--- config.mk ---
export PLATFORM = sky130hd
export DESIGN_NAME = instr_cache_flat
export DESIGN_NICKNAME = d
export VERILOG_FILES = /design/src/rtl/instr_cache_pkg.sv /design/src/rtl/instr_cache_if.sv /design/src/rtl/instr_cache_data_array.sv /design/src/rtl/instr_cache.sv /design/src/flat_wrapper.sv
export SDC_FILE = /design/constraint.sdc
export NUM_CORES = 2
export LEC_CHECK = 0
export ABC_AREA = 1
export CORE_AREA = 2 2 578 580
export DETAILED_ROUTE_END_ITERATION = 8
export DIE_AREA = 0 0 580 582
export HOLD_SLACK_MARGIN = 0.15
export PLACE_DENSITY = 0.46
export SYNTH_ARGS = -nofsm -noshare
export SYNTH_HDL_FRONTEND = slang
export SYNTH_SLANG_ARGS = --single-unit
--- constraint.sdc ---
create_clock -name i_CLK -period 5.9 [get_ports i_CLK]
set_clock_uncertainty 0.2 [all_clocks]
set_input_delay 0.885 -clock i_CLK [delete_from_list [all_inputs] [get_ports i_CLK]]
set_output_delay 0.885 -clock i_CLK [all_outputs]
set_load 0.01 [all_outputs]
--- src/rtl/instr_cache_pkg.sv ---
// Shared definitions for the direct-mapped instruction cache: default geometry,
// FSM state encoding and the NOP word returned on a miss.
package instr_cache_pkg;

  localparam int DEF_ADDRESS_WIDTH  = 32;
  localparam int DEF_INSTR_WIDTH    = 32;
  localparam int DEF_LINES          = 16;
  localparam int DEF_WORDS_PER_LINE = 4;

  // Instructions are 4 bytes, so the two lowest PC bits never select anything.
  localparam int BYTE_OFFSET_BITS = 2;

  localparam int unsigned NOP_VALUE = 0;

  typedef enum logic {
    IDLE   = 1'b0,
    REFILL = 1'b1
  } state_t;

  function automatic int offset_bits(input int words_per_line);
    return $clog2(words_per_line);
  endfunction

  function automatic int index_bits(input int lines);
    return $clog2(lines);
  endfunction

  function automatic int tag_bits(input int address_width, input int lines, input int words_per_line);
    return address_width - index_bits(lines) - offset_bits(words_per_line) - BYTE_OFFSET_BITS;
  endfunction

endpackage

--- src/rtl/instr_cache_if.sv ---
// Fetch-side lookup and memory-side refill signals of the instruction cache.
// The cache uses the slave modport; the fetch stage / memory backplane use master.
interface instr_cache_if
  import instr_cache_pkg::*;
#(
  parameter int ADDRESS_WIDTH = DEF_ADDRESS_WIDTH,
  parameter int INSTR_WIDTH   = DEF_INSTR_WIDTH
);

  logic [ADDRESS_WIDTH-1:0] i_PCF;
  logic                     i_ReqF;
  logic                     i_Flush;
  logic [INSTR_WIDTH-1:0]   o_InstrF;
  logic                     o_HitF;
  logic                     o_StallF;
  logic                     o_MemReq;
  logic [ADDRESS_WIDTH-1:0] o_MemAddr;
  logic                     i_MemReady;
  logic [INSTR_WIDTH-1:0]   i_MemData;

  modport slave (
    input  i_PCF, i_ReqF, i_Flush, i_MemReady, i_MemData,
    output o_InstrF, o_HitF, o_StallF, o_MemReq, o_MemAddr
  );

  modport master (
    output i_PCF, i_ReqF, i_Flush, i_MemReady, i_MemData,
    input  o_InstrF, o_HitF, o_StallF, o_MemReq, o_MemAddr
  );

endinterface

--- src/rtl/instr_cache_data_array.sv ---
// Instruction storage: LINES x WORDS_PER_LINE words, asynchronous read for the
// zero-latency hit path and one synchronous write port used by refills.
module instr_cache_data_array
  import instr_cache_pkg::*;
#(
  parameter int LINES          = DEF_LINES,
  parameter int WORDS_PER_LINE = DEF_WORDS_PER_LINE,
  parameter int INSTR_WIDTH    = DEF_INSTR_WIDTH,
  localparam int INDEX_BITS    = index_bits(LINES),
  localparam int OFFSET_BITS   = offset_bits(WORDS_PER_LINE)
) (
  input  logic                   clk,
  input  logic [INDEX_BITS-1:0]  rd_index,
  input  logic [OFFSET_BITS-1:0] rd_word,
  output logic [INSTR_WIDTH-1:0] rd_data,
  input  logic                   we,
  input  logic [INDEX_BITS-1:0]  wr_index,
  input  logic [OFFSET_BITS-1:0] wr_word,
  input  logic [INSTR_WIDTH-1:0] wr_data
);

  logic [INSTR_WIDTH-1:0] mem_q [LINES][WORDS_PER_LINE];

  // Contents are deliberately never reset; the valid bits in the top qualify them.
  always_ff @(posedge clk) begin
    if (we) begin
      mem_q[wr_index][wr_word] <= wr_data;
    end
  end

  assign rd_data = mem_q[rd_index][rd_word];

endmodule

--- src/rtl/instr_cache.sv ---
// Direct-mapped read-only instruction cache: combinational hit path, and a
// line refill from memory (words in order 0..N-1) that stalls fetch on a miss.
module instr_cache
  import instr_cache_pkg::*;
#(
  parameter int ADDRESS_WIDTH  = DEF_ADDRESS_WIDTH,
  parameter int INSTR_WIDTH    = DEF_INSTR_WIDTH,
  parameter int LINES          = DEF_LINES,
  parameter int WORDS_PER_LINE = DEF_WORDS_PER_LINE
) (
  input logic          i_CLK,
  input logic          i_RST,
  instr_cache_if.slave bus
);

  localparam int OFFSET_BITS = offset_bits(WORDS_PER_LINE);
  localparam int INDEX_BITS  = index_bits(LINES);
  localparam int TAG_BITS    = tag_bits(ADDRESS_WIDTH, LINES, WORDS_PER_LINE);
  localparam int LINE_BITS   = TAG_BITS + INDEX_BITS;
  localparam logic [OFFSET_BITS-1:0] LAST_BEAT = OFFSET_BITS'(WORDS_PER_LINE - 1);
  localparam logic [INSTR_WIDTH-1:0] NOP       = INSTR_WIDTH'(NOP_VALUE);

  state_t                 state_q, state_d;
  logic [OFFSET_BITS-1:0] beat_q, beat_d;
  logic                   discard_q, discard_d;
  logic [LINE_BITS-1:0]   line_q, line_d;
  logic [LINES-1:0]       valid_q, valid_d;
  logic [TAG_BITS-1:0]    tag_q [LINES];

  logic [TAG_BITS-1:0]    pc_tag;
  logic [INDEX_BITS-1:0]  pc_index;
  logic [OFFSET_BITS-1:0] pc_offset;
  logic [INDEX_BITS-1:0]  refill_index;
  logic [TAG_BITS-1:0]    refill_tag;
  logic [INSTR_WIDTH-1:0] rd_data;
  logic                   data_we;
  logic                   tag_we;
  logic                   unused_pc_bits;

  assign pc_tag         = bus.i_PCF[ADDRESS_WIDTH-1 -: TAG_BITS];
  assign pc_index       = bus.i_PCF[BYTE_OFFSET_BITS+OFFSET_BITS +: INDEX_BITS];
  assign pc_offset      = bus.i_PCF[BYTE_OFFSET_BITS +: OFFSET_BITS];
  assign unused_pc_bits = ^bus.i_PCF[BYTE_OFFSET_BITS-1:0];

  // line_q holds {tag,index} of the line in flight, so it survives PC redirects.
  assign refill_index = line_q[INDEX_BITS-1:0];
  assign refill_tag   = line_q[LINE_BITS-1 -: TAG_BITS];

  instr_cache_data_array #(
    .LINES          (LINES),
    .WORDS_PER_LINE (WORDS_PER_LINE),
    .INSTR_WIDTH    (INSTR_WIDTH)
  ) u_data_array (
    .clk      (i_CLK),
    .rd_index (pc_index),
    .rd_word  (pc_offset),
    .rd_data  (rd_data),
    .we       (data_we),
    .wr_index (refill_index),
    .wr_word  (beat_q),
    .wr_data  (bus.i_MemData)
  );

  always_ff @(posedge i_CLK) begin
    if (!i_RST) begin
      state_q   <= IDLE;
      beat_q    <= '0;
      discard_q <= 1'b0;
      line_q    <= '0;
      valid_q   <= '0;
    end else begin
      state_q   <= state_d;
      beat_q    <= beat_d;
      discard_q <= discard_d;
      line_q    <= line_d;
      valid_q   <= valid_d;
    end
  end

  always_ff @(posedge i_CLK) begin
    if (tag_we) begin
      tag_q[refill_index] <= refill_tag;
    end
  end

  always_comb begin
    state_d       = state_q;
    beat_d        = beat_q;
    discard_d     = discard_q;
    line_d        = line_q;
    valid_d       = valid_q;
    data_we       = 1'b0;
    tag_we        = 1'b0;
    bus.o_HitF    = 1'b0;
    bus.o_InstrF  = NOP;
    bus.o_StallF  = 1'b0;
    bus.o_MemReq  = 1'b0;
    bus.o_MemAddr = '0;

    if (bus.i_Flush) begin
      valid_d = '0;
    end

    unique case (state_q)
      IDLE: begin
        if (bus.i_ReqF) begin
          if (valid_q[pc_index] && (tag_q[pc_index] == pc_tag)) begin
            bus.o_HitF   = 1'b1;
            bus.o_InstrF = rd_data;
          end else begin
            bus.o_StallF = 1'b1;
            line_d       = {pc_tag, pc_index};
            state_d      = REFILL;
          end
        end
      end

      REFILL: begin
        bus.o_StallF  = 1'b1;
        bus.o_MemReq  = 1'b1;
        bus.o_MemAddr = {line_q, beat_q, {BYTE_OFFSET_BITS{1'b0}}};
        if (bus.i_Flush) begin
          discard_d = 1'b1;
        end
        if (bus.i_MemReady) begin
          data_we = 1'b1;
          if (beat_q == LAST_BEAT) begin
            // A flush on this same edge has already cleared every valid bit.
            tag_we    = 1'b1;
            if (!bus.i_Flush) begin
              valid_d[refill_index] = ~discard_q;
            end
            discard_d = 1'b0;
            beat_d    = '0;
            state_d   = IDLE;
          end else begin
            beat_d = beat_q + 1'b1;
          end
        end
      end

      default: state_d = IDLE;
    endcase
  end

endmodule

--- src/flat_wrapper.sv ---
// flat-port wrapper written by rule: the top's interface ports become plain ports
module instr_cache_flat import instr_cache_pkg::*;
#(
  parameter int ADDRESS_WIDTH  = DEF_ADDRESS_WIDTH,
  parameter int INSTR_WIDTH    = DEF_INSTR_WIDTH,
  parameter int LINES          = DEF_LINES,
  parameter int WORDS_PER_LINE = DEF_WORDS_PER_LINE
)
  (i_CLK, i_RST, bus_i_PCF, bus_i_ReqF, bus_i_Flush, bus_i_MemReady, bus_i_MemData, bus_o_InstrF, bus_o_HitF, bus_o_StallF, bus_o_MemReq, bus_o_MemAddr);
  instr_cache_if #(.ADDRESS_WIDTH(ADDRESS_WIDTH), .INSTR_WIDTH(INSTR_WIDTH)) bus_i ();
  input logic i_CLK;
  input logic i_RST;
  input wire logic [$bits(bus_i.i_PCF)-1:0] bus_i_PCF;
  input wire logic [$bits(bus_i.i_ReqF)-1:0] bus_i_ReqF;
  input wire logic [$bits(bus_i.i_Flush)-1:0] bus_i_Flush;
  input wire logic [$bits(bus_i.i_MemReady)-1:0] bus_i_MemReady;
  input wire logic [$bits(bus_i.i_MemData)-1:0] bus_i_MemData;
  output wire logic [$bits(bus_i.o_InstrF)-1:0] bus_o_InstrF;
  output wire logic [$bits(bus_i.o_HitF)-1:0] bus_o_HitF;
  output wire logic [$bits(bus_i.o_StallF)-1:0] bus_o_StallF;
  output wire logic [$bits(bus_i.o_MemReq)-1:0] bus_o_MemReq;
  output wire logic [$bits(bus_i.o_MemAddr)-1:0] bus_o_MemAddr;
  assign bus_i.i_PCF = bus_i_PCF;
  assign bus_i.i_ReqF = bus_i_ReqF;
  assign bus_i.i_Flush = bus_i_Flush;
  assign bus_i.i_MemReady = bus_i_MemReady;
  assign bus_i.i_MemData = bus_i_MemData;
  assign bus_o_InstrF = bus_i.o_InstrF;
  assign bus_o_HitF = bus_i.o_HitF;
  assign bus_o_StallF = bus_i.o_StallF;
  assign bus_o_MemReq = bus_i.o_MemReq;
  assign bus_o_MemAddr = bus_i.o_MemAddr;
  instr_cache #(.ADDRESS_WIDTH(ADDRESS_WIDTH), .INSTR_WIDTH(INSTR_WIDTH), .LINES(LINES), .WORDS_PER_LINE(WORDS_PER_LINE)) u_core (.i_CLK(i_CLK), .i_RST(i_RST), .bus(bus_i));
endmodule
==> results.json <==
{
  "status": "finished, final reports clean",
  "initial_core_util_pct": 29.8,
  "die_x_um": 580,
  "fp.dieArea_um2": 338000,
  "synthCells": 7684,
  "first_iter_violations": 5920,
  "hp-class": "flop to flop",
  "dpl_worst_slack_ps": 467,
  "wire_per_inst_um": 25.0,
  "required_ps": 4820,
  "grt_max_degree": 117,
  "power.density_nw_per_um2": 333,
  "grt_overflow": 0,
  "portBuffers": 131,
  "cts_resized": 0,
  "post_synth.cell_area_avg_um2": 12.9,
  "track_usage_pct": 17.9,
  "cp.depth": 15,
  "dpl.hpwl_um": 176000,
  "rsz0062_at_grt": "no",
  "yosys.area_share.simple_pct": 10.9,
  "clockRootBuffer": "clkbuf_16",
  "area_delta_synth_final_pct": 16.9,
  "path_class": "primary input to output port",
  "critPathLaunchType": "primary input",
  "ios": 136,
  "gp_congestion": 0.807,
  "setup_tns_ps": 0,
  "post-route-period-util_pct": 92.2,
  "setup_viol": 0,
  "leakage_uw": 0.0383,
  "syn_area_um2": 99000,
  "synth_seq_cells": 2480,
  "yosys.area_share.adder_pct": 0.0505,
  "fin_nets": 7925,
  "synth_xor_area_share_pct": 0,
  "reg2reg_depth": 5,
  "cp.buffers_inverters": 7,
  "synth_top_family_by_area": "compound AO/OA/AOI/OAI gates",
  "drtAntennaViolNets": 0,
  "vias": 63858,
  "finalInstanceArea_um2": 116000,
  "htree_levels": 5,
  "crit_slowest_cell": "clkdlybuf4s50_1",
  "slowest_delay_ps": 560,
  "yosys_warnings": 0,
  "core_area_um2": 332000,
  "clkSinkCount": 2480,
  "drive_gt1_share_pct": 10.1,
  "hold_violations": 0,
  "die_h_um": 582,
  "ctsLongestPathBuffers": 4,
  "cts_tree": "done",
  "postCtsSetupRepairBufs": 0,
  "synth-seq-area-share_pct": 74.7,
  "path_cells": "buf_8, inv_8, buf_12, buf_12, buf_12, o21ai_0, o221ai_1, nand2_1, nand2_1, o311ai_0, buf_4, nand3_1, nand2_1, nor2_1, clkdlybuf4s50_1",
  "placed_cell_area_um2": 107000,
  "cp-end-kind": "output port",
  "cts_hold_buf": 0,
  "critical-path-top-delay-family": "buffers and inverters",
  "arrival_ps": 4350,
  "antenna_found_initial": 7,
  "cap_violations": 0,
  "drc": 0,
  "std_cell_rows": 212,
  "worst_slack_ps": 463,
  "vias_per_cell": 5.13,
  "cts.clk_slew.worst_paths_ps": 60,
  "worst_pin_slew_ps": 1240,
  "ir_drop_uv": 185,
  "drt-total-wl_um": 312000,
  "grt_pass1_vias": 61864,
  "maxSlewHeadroom_pct": 17.3,
  "first_pass_iters": 6,
  "total_power_uw": 38600,
  "report.final.slew_viol_count": 0,
  "numCtsBuffers": 283,
  "hold_depth": 2,
  "synth_cell_types": 34,
  "max_freq_mhz": 184,
  "synth_compound_area_share_pct": 11.2,
  "cp_max_fo": 69,
  "worst_skew_pair.late_latency_ps": 890,
  "grt_pass1_wl_um": 446000,
  "muxShareOfSynthArea_pct": 0,
  "finalCriticalPeriod_ps": 5440
}
==> registers in the layout, indices dropped and copies added (netlist names) <==
name                       count
u_core.tag_q                 384
u_core.line_q                 28
u_core.u_data_array.mem_q   2048
u_core.beat_q                  2
u_core.valid_q                16
u_core.state_q                 1
u_core.discard_q               1
==> synthesized netlist by cell type <==
| master | instances | area share, % |
|---|---|---|
| o22ai_1 | 1 | 0.0063 |
| inv_6 | 1 | 0.0088 |
| ha_1 | 4 | 0.051 |
| a211oi_1 | 15 | 0.11 |
| a221o_1 | 14 | 0.14 |
| clkinv_1 | 8 | 0.030 |
| nand3_2 | 1 | 0.010 |
| a31oi_1 | 1 | 0.0063 |
| a311o_1 | 2 | 0.020 |
| nand4_1 | 32 | 0.20 |
| clkbuf_1 | 358 | 1.4 |
| nand2_1 | 1553 | 5.9 |
| edfxtp_1 | 2432 | 74 |
| o221ai_1 | 256 | 2.3 |
| dfxtp_1 | 48 | 0.97 |
| conb_1 | 1 | 0.0038 |
| a21oi_1 | 397 | 2.0 |
| a32o_1 | 126 | 1.3 |
| nor3_1 | 3 | 0.015 |
| o311ai_0 | 14 | 0.12 |
| nor2_1 | 769 | 2.9 |
| o21ai_0 | 632 | 3.2 |
| o21ai_1 | 8 | 0.040 |
| or2_2 | 2 | 0.013 |
| inv_1 | 190 | 0.72 |
| nand3_1 | 360 | 1.8 |
| buf_4 | 15 | 0.11 |
| buf_6 | 1 | 0.011 |
| a221oi_1 | 114 | 1.0 |
| o211ai_1 | 135 | 1.0 |
| inv_2 | 3 | 0.011 |
| buf_2 | 147 | 0.74 |
| buf_1 | 38 | 0.14 |
| nand3b_1 | 3 | 0.023 |
==> layout by cell type, fill, tap and decap left out, types with 15 or more instances in the layout <==
| master | Yosys | routed |
|---|---|---|
| a21oi_1 | 397 | 397 |
| clkbuf_16 | 0 | 288 |
| clkbuf_1 | 358 | 62 |
| o21ai_0 | 632 | 632 |
| buf_4 | 15 | 251 |
| edfxtp_1 | 2432 | 2432 |
| nand3_1 | 360 | 360 |
| clkinv_1 | 8 | 66 |
| a211oi_1 | 15 | 15 |
| a32o_1 | 126 | 126 |
| nand2_1 | 1553 | 1551 |
| buf_12 | 0 | 60 |
| nor2_4 | 0 | 80 |
| dfxtp_1 | 48 | 47 |
| a221oi_1 | 114 | 114 |
| nor2_1 | 769 | 689 |
| nand4_1 | 32 | 32 |
| clkinv_2 | 0 | 44 |
| o211ai_1 | 135 | 135 |
| o221ai_1 | 256 | 256 |
| inv_1 | 190 | 189 |
| buf_2 | 147 | 33 |
| clkdlybuf4s50_1 | 0 | 93 |
==> stage by stage <==
stage	cells	utilization, %	hold slack [ps]
global placement	11954	32.3	279
global route	12451	34.9	291
CTS	12450	34.9	240
floorplan	7685	-	259
finish	12457	34.9	295
detailed placement	11954	32.3	282
==> tightest hold or removal path, delay by kind of cell (launching register included) <==
kind	cells	cell delay [ps]
and+or+nand+nor	1	90
AOI/OAI and AO/OA	1	50
DFF	1	310
==> path summary, 6_finish.rpt <==
check,start,end,slack [ps]
max,bus_i_PCF[4],bus_o_InstrF[21],460
min,u_core.valid_q[15],u_core.valid_q[15],290
max reg2reg,u_core.state_q,u_core.tag_q[9][15],2070
min reg2reg,u_core.valid_q[15],u_core.valid_q[15],290
==> area by class of cell <==
type | count | area (um2)
well taps | 4387 | 5490
clock buffers | 353 | 7480
flip-flops and latches | 2480 | 74000
diodes | 7 | 17.5
clock inverters | 143 | 1220
repair buffers | 441 | 4240
inverters | 202 | 805
fillers | 32018 | 216000
multi-input cells | 4444 | 22600
==> power breakdown <==
group | switching, uW | leakage (uW) | internal (uW)
logic | 1700 | 0.0118 | 631
clock network | 7120 | 0.00426 | 9630
registers | 81.1 | 0.0223 | 19400
total | 8900 | 0.0383 | 29700
==> cell families after synthesis <==
logic type	after synthesis
flops	2480
other cells	1
buf+inv	761
simple gates	2723
compound gates	1715
fa+ha+maj	4
==> layer usage <==
| layer | track usage, % | part of all wire, % | vias to the layer above |
|---|---|---|---|
| met4 | 4.60 | 2.5 | 0 |
| met1 | 24.4 | 44 | 32787 |
| li1 | - | - | 28838 |
| met3 | 2.44 | 5.2 | 423 |
| met2 | 29.9 | 48 | 1810 |
| met5 | 0 | 0 | - |
Note: power is estimated with default switching activity, not from simulation.
